File: src/rtl/dmem_resp.sv
// Data-memory responder for the MEM stage: word-addressed RAM with wait states and a pipeline stall.
// Optional macro DMEM_MISALIGN_TRAP_EN adds a misalignm output that traps non-word-aligned requests.
module dmem_resp #(
   parameter int DEPTH_LOG2  = 6,
   parameter int WAIT_CYCLES = 2
) (
   input  logic        clk,
   input  logic        reset,
   input  logic        memwritem,
   input  logic        memtoregm,
   input  logic [31:0] aluoutm,
   input  logic [31:0] writedatam,
   output logic [31:0] readdatam,
`ifdef DMEM_MISALIGN_TRAP_EN
   output logic        misalignm,
`endif
   output logic        stallm
);

   localparam int DEPTH = 1 << DEPTH_LOG2;

   typedef enum logic [1:0] {
      S_IDLE,
      S_WAIT,
      S_ACCESS,
      S_DONE
   } state_t;

   state_t                state_q, state_d;
   logic [3:0]            cnt_q, cnt_d;
   logic [DEPTH_LOG2-1:0] idx_q, idx_d;
   logic [31:0]           data_q, data_d;
   logic                  write_q, write_d;
   logic [31:0]           readData_q, readData_d;
   logic                  ramWe;
   logic                  req;
   logic [DEPTH_LOG2-1:0] reqIdx;

   logic [31:0] ram [DEPTH];

   assign req    = memwritem | memtoregm;
   assign reqIdx = aluoutm[DEPTH_LOG2+1:2];

`ifdef DMEM_MISALIGN_TRAP_EN
   logic misalign_q, misalign_d;
   logic misReq;
   logic unusedAddr;

   assign misReq     = (aluoutm[1:0] != 2'b00);
   assign unusedAddr = ^aluoutm[31:DEPTH_LOG2+2];
   assign misalignm  = misalign_q;
`else
   logic unusedAddr;

   assign unusedAddr = ^{aluoutm[31:DEPTH_LOG2+2], aluoutm[1:0]};
`endif

   always_comb begin
      state_d    = state_q;
      cnt_d      = cnt_q;
      idx_d      = idx_q;
      data_d     = data_q;
      write_d    = write_q;
      readData_d = readData_q;
      ramWe      = 1'b0;
      stallm     = 1'b0;
`ifdef DMEM_MISALIGN_TRAP_EN
      misalign_d = 1'b0;
`endif
      case (state_q)
         S_IDLE: begin
            if (req) begin
               stallm  = 1'b1;
               idx_d   = reqIdx;
               data_d  = writedatam;
               write_d = memwritem;
               cnt_d   = 4'(WAIT_CYCLES);
`ifdef DMEM_MISALIGN_TRAP_EN
               if (misReq) begin
                  state_d    = S_DONE;
                  misalign_d = 1'b1;
               end else begin
                  state_d = (WAIT_CYCLES > 0) ? S_WAIT : S_ACCESS;
               end
`else
               state_d = (WAIT_CYCLES > 0) ? S_WAIT : S_ACCESS;
`endif
            end
         end
         S_WAIT: begin
            stallm = 1'b1;
            cnt_d  = cnt_q - 4'd1;
            if (cnt_q <= 4'd1) begin
               state_d = S_ACCESS;
            end
         end
         S_ACCESS: begin
            // A simultaneous read+write request was latched as a write, so no load happens here.
            stallm  = 1'b1;
            state_d = S_DONE;
            if (write_q) begin
               ramWe = 1'b1;
            end else begin
               readData_d = ram[idx_q];
            end
         end
         S_DONE: begin
            state_d = S_IDLE;
         end
         default: begin
            state_d = S_IDLE;
         end
      endcase
   end

   always_ff @(posedge clk) begin
      if (reset) begin
         state_q    <= S_IDLE;
         cnt_q      <= 4'd0;
         idx_q      <= '0;
         data_q     <= 32'd0;
         write_q    <= 1'b0;
         readData_q <= 32'd0;
`ifdef DMEM_MISALIGN_TRAP_EN
         misalign_q <= 1'b0;
`endif
      end else begin
         state_q    <= state_d;
         cnt_q      <= cnt_d;
         idx_q      <= idx_d;
         data_q     <= data_d;
         write_q    <= write_d;
         readData_q <= readData_d;
`ifdef DMEM_MISALIGN_TRAP_EN
         misalign_q <= misalign_d;
`endif
      end
   end

   // RAM is never cleared; reset only blocks a write that lands on the same edge.
   always_ff @(posedge clk) begin
      if (!reset && ramWe) begin
         ram[idx_q] <= data_q;
      end
   end

   assign readdatam = readData_q;

endmodule

File: config.mk
export PLATFORM = sky130hd
export DESIGN_NAME = dmem_resp
export DESIGN_NICKNAME = d
export VERILOG_FILES = /design/src/rtl/dmem_resp.sv
export SDC_FILE = /design/constraint.sdc
export NUM_CORES = 2
export LEC_CHECK = 0
export ABC_AREA = 1
export CAP_MARGIN = 10
export CELL_PAD_IN_SITES_DETAIL_PLACEMENT = 0
export CELL_PAD_IN_SITES_GLOBAL_PLACEMENT = 1
export CORE_ASPECT_RATIO = 0.9
export CORE_UTILIZATION = 25
export CTS_BUF_LIST = sky130_fd_sc_hd__clkbuf_4 sky130_fd_sc_hd__clkbuf_8
export CTS_CLUSTER_DIAMETER = 30
export DETAILED_ROUTE_END_ITERATION = 10
export HOLD_SLACK_MARGIN = 0.08
export PLACE_DENSITY = 0.42
export SLEW_MARGIN = 25
export SYNTH_ARGS = -nofsm -noshare
export SYNTH_HDL_FRONTEND = slang
export SYNTH_SLANG_ARGS = --single-unit
File: constraint.sdc
create_clock -name clk -period 7.16 [get_ports clk]
set_input_delay 1.074 -clock clk [delete_from_list [all_inputs] [get_ports clk]]
set_output_delay 1.074 -clock clk [all_outputs]
set_load 0.01 [all_outputs]
==> metrics.md <==
| Metric | Value |
|---|---|
| Total Wirelength | `between 300000 and 400000 µm` |
| Clock insertion delay at the later pin of the skew report | `a little over 1000 ps` |
| Syn_nets | `about 8900` |
| Worst path arrival time | `approximately 4800 ps` |
| Peak Freq | `about 240 MHz` |
| Layout Cells excl Fill | `approximately 14000` |
| Vias in the first global route | `a little over 60000` |
| Endpoints failing setup | `0` |
| CTS Buffer Depth | `4` |
| PwrDens | `397 mW/mm²` |
| Leak pwr | `approximately 45 nW` |
| Routed vias | `~62000` |
| Placed insts | `13319` |
| Syn-to-layout area delta | `21.8%` |
| Initial antenna violation count | `32` |
| Vias per cell | `4.28` |
| Total chip power | `about 43 mW` |
| CTS root buf | `clkbuf_8` |
| Layout cells sized above 1 | `around 13%` |
| Required time of the worst setup path | `between 7000 and 8000 ps` |
| Initial drt markers | `4520` |
| Post-synthesis instance total | `between 8000 and 9000` |
| Crit path capture type | `flip-flop` |
| CP max FO | `17` |
| Crit-path cells | `inv_1 > ha_1 > nand2_1 > nor2_2 > nand3_2 > nor2_4 > buf_4` |
| Critical path launch point type | `flip-flop` |
| Worst-Margin Slew | `between 1000 and 1500 ps` |
| Kind of critical path | `flip-flop to flip-flop` |
| MaxCap Viol Count | `0` |
| Die area | `around 0.36 mm²` |
| Synthesized area | `just under 0.09 mm²` |
| Hold Slack | `467 ps` |
| Worst rel slew slack | `between 20 and 30%` |
| Starting Density | `25.1%` |
| Clock sinks | `2125` |
| Final Hold Fails | `0` |
| Fin util | `30.6%` |
| Skew final | `71.1 ps` |
| Fin Setup TNS | `0 ps` |
| Core ar. | `0.354 mm²` |
| Fin crit share | `about 58%` |
| Total gr overflow | `0` |
| Commonest non-fill, non-tap cell in the layout | `nand2_1` |
| Num rows | `207` |
| # IOs | `101` |
| Max-slew violation count | `0` |
| Final antenna-violating net count | `0` |
| Hold Buf Count CTS | `0` |
| CTS tree | `yes` |
| Die span in y | `568 µm` |
| Post-route DRC | `0` |
| CP top delay family | `simple AND/OR/NAND/NOR gates` |
| RSZ-0062 raised after global routing | `false` |
| Peak supply drop | `~0.27 mV` |
| TritonCTS buffer count | `roughly 580` |
| Synth cell types | `27` |
| Seq/Total Area, Yosys | `between 70% and 80%` |
| Clk slew on worst S/H paths | `50 ps` |
| Detailed-placement wirelength estimate | `about 170000 µm` |
| Status | `completed` |
| Number of I/O port buffers | `74` |
| Slowest stage cell, crit path | `nor2_4` |
| Hold Crit Class | `flip-flop to flip-flop` |
| Worst path buffer plus inverter count | `2` |
| Crit path largest cell delay | `roughly 1100 ps` |
| # Post-CTS Setup Buffers | `0` |
| Die width | `630 µm` |
| RD Place Congestion | `0.754` |
| TritonRoute pass-1 iters | `8` |
| Global Route Usage Sum | `approximately 18%` |
| Nets | `~9300` |
| Mapped Avg Cell Area | `between 10 and 15 µm²` |
| H-tree levels | `6` |
| Avg WL per Cell | `22.8 µm` |
| Yosys warns | `0` |
| Tmin final | `just over 4000 ps` |
| Pin count of the biggest net entering global routing | `between 150 and 200` |
| Flops & latches, synth | `2125` |
| Post_cts resized | `0` |
| First-pass GRT wire length | `about 460000 µm` |
| Commonest cells after routing, fill and taps aside | `nand2_1 (5699), edfxtp_1 (2048), clkbuf_8 (592)` |
## tightest hold or removal path: stages (launching register included)
cell and delay (ps):
dfxtp_2 310, nor2_1 40, nor2_1 80
## metal layers
metal  up-vias  share of wire (%)  GRT usage [%]
li1      29468                  -              -
met1     30133                 49           26.1
met2      1486                 43           27.4
met3       491                5.1           2.87
met4         4                2.8           5.51
met5         -             0.0079              0
## final timing paths
| path | from | endpoint | slack [ps] | depth (start not counted) |
|---|---|---|---|---|
| worst max-delay path | state_q[0] | ram[6][5] | 3020 | 7 |
| worst min-delay path | data_q[8] | data_q[8] | 470 | 2 |
| worst max register to register | state_q[0] | ram[6][5] | 3020 | 7 |
| worst min register to register | data_q[8] | data_q[8] | 470 | 2 |
## state kept, by name (all words and copies together) (netlist names)
register / cells
state_q: 2
data_q: 32
ram: 2048
write_q: 1
idx_q: 6
cnt_q: 4
readdatam: 32
## per-stage QoR
stage / instance area (µm²) / worst slack (ps)
floorplan: 88900 / 3500
global placement: 95600 / 1800
detailed placement: 95700 / 2630
CTS: 108000 / 2870
global route: 108000 / 2770
finish: 108000 / 3020
## kinds of logic after synthesis
| family | Yosys count | synth area share [%] |
|---|---|---|
| flip-flops | 2125 | 70.9 |
| adder cells (fa/ha/maj) | 7 | 0.0985 |
| AO/OA/AOI/OAI | 105 | 0.607 |
| buffers and inverters | 578 | 2.90 |
| AND/OR/NAND/NOR | 5997 | 25.5 |
## area by class of cell
type                       count  area [µm²]
antenna                       18        45.0
sequential                  2125       63100
tap                         4702        5880
timing repair buffer         254        2580
clock buffer                 710        9030
inverter                     138         549
clock inverter               327        3190
multi-input combinational   6109       23800
fill                       36674      245000
## Yosys cell counts
cell type | n | area [µm²]
or2_0 | 1 | 6.26
ha_1 | 7 | 87.6
o211ai_1 | 3 | 22.5
clkinv_1 | 3 | 11.3
inv_2 | 4 | 15.0
clkbuf_1 | 128 | 480
inv_1 | 130 | 488
inv_4 | 1 | 6.26
nor3_2 | 2 | 20.0
a31oi_1 | 1 | 6.26
nor2_2 | 1 | 6.26
a21oi_1 | 47 | 235
a211oi_1 | 2 | 15.0
dfxtp_1 | 77 | 1540
nand2_1 | 5701 | 21400
nor2_1 | 220 | 826
buf_2 | 271 | 1360
edfxtp_1 | 2048 | 61500
nand3_1 | 63 | 315
o21ai_0 | 47 | 235
nor3_1 | 5 | 25.0
buf_6 | 5 | 56.3
buf_1 | 28 | 105
or2_1 | 2 | 12.5
or2_2 | 2 | 12.5
buf_4 | 8 | 60.1
o21ai_1 | 5 | 25.0
## power breakdown
group | internal [mW] | switching [mW]
Sequential | 14.9 | 0.785
Combinational | 2.29 | 8.08
Clock | 10.5 | 6.37
Note: power is estimated with default switching activity, not from simulation.
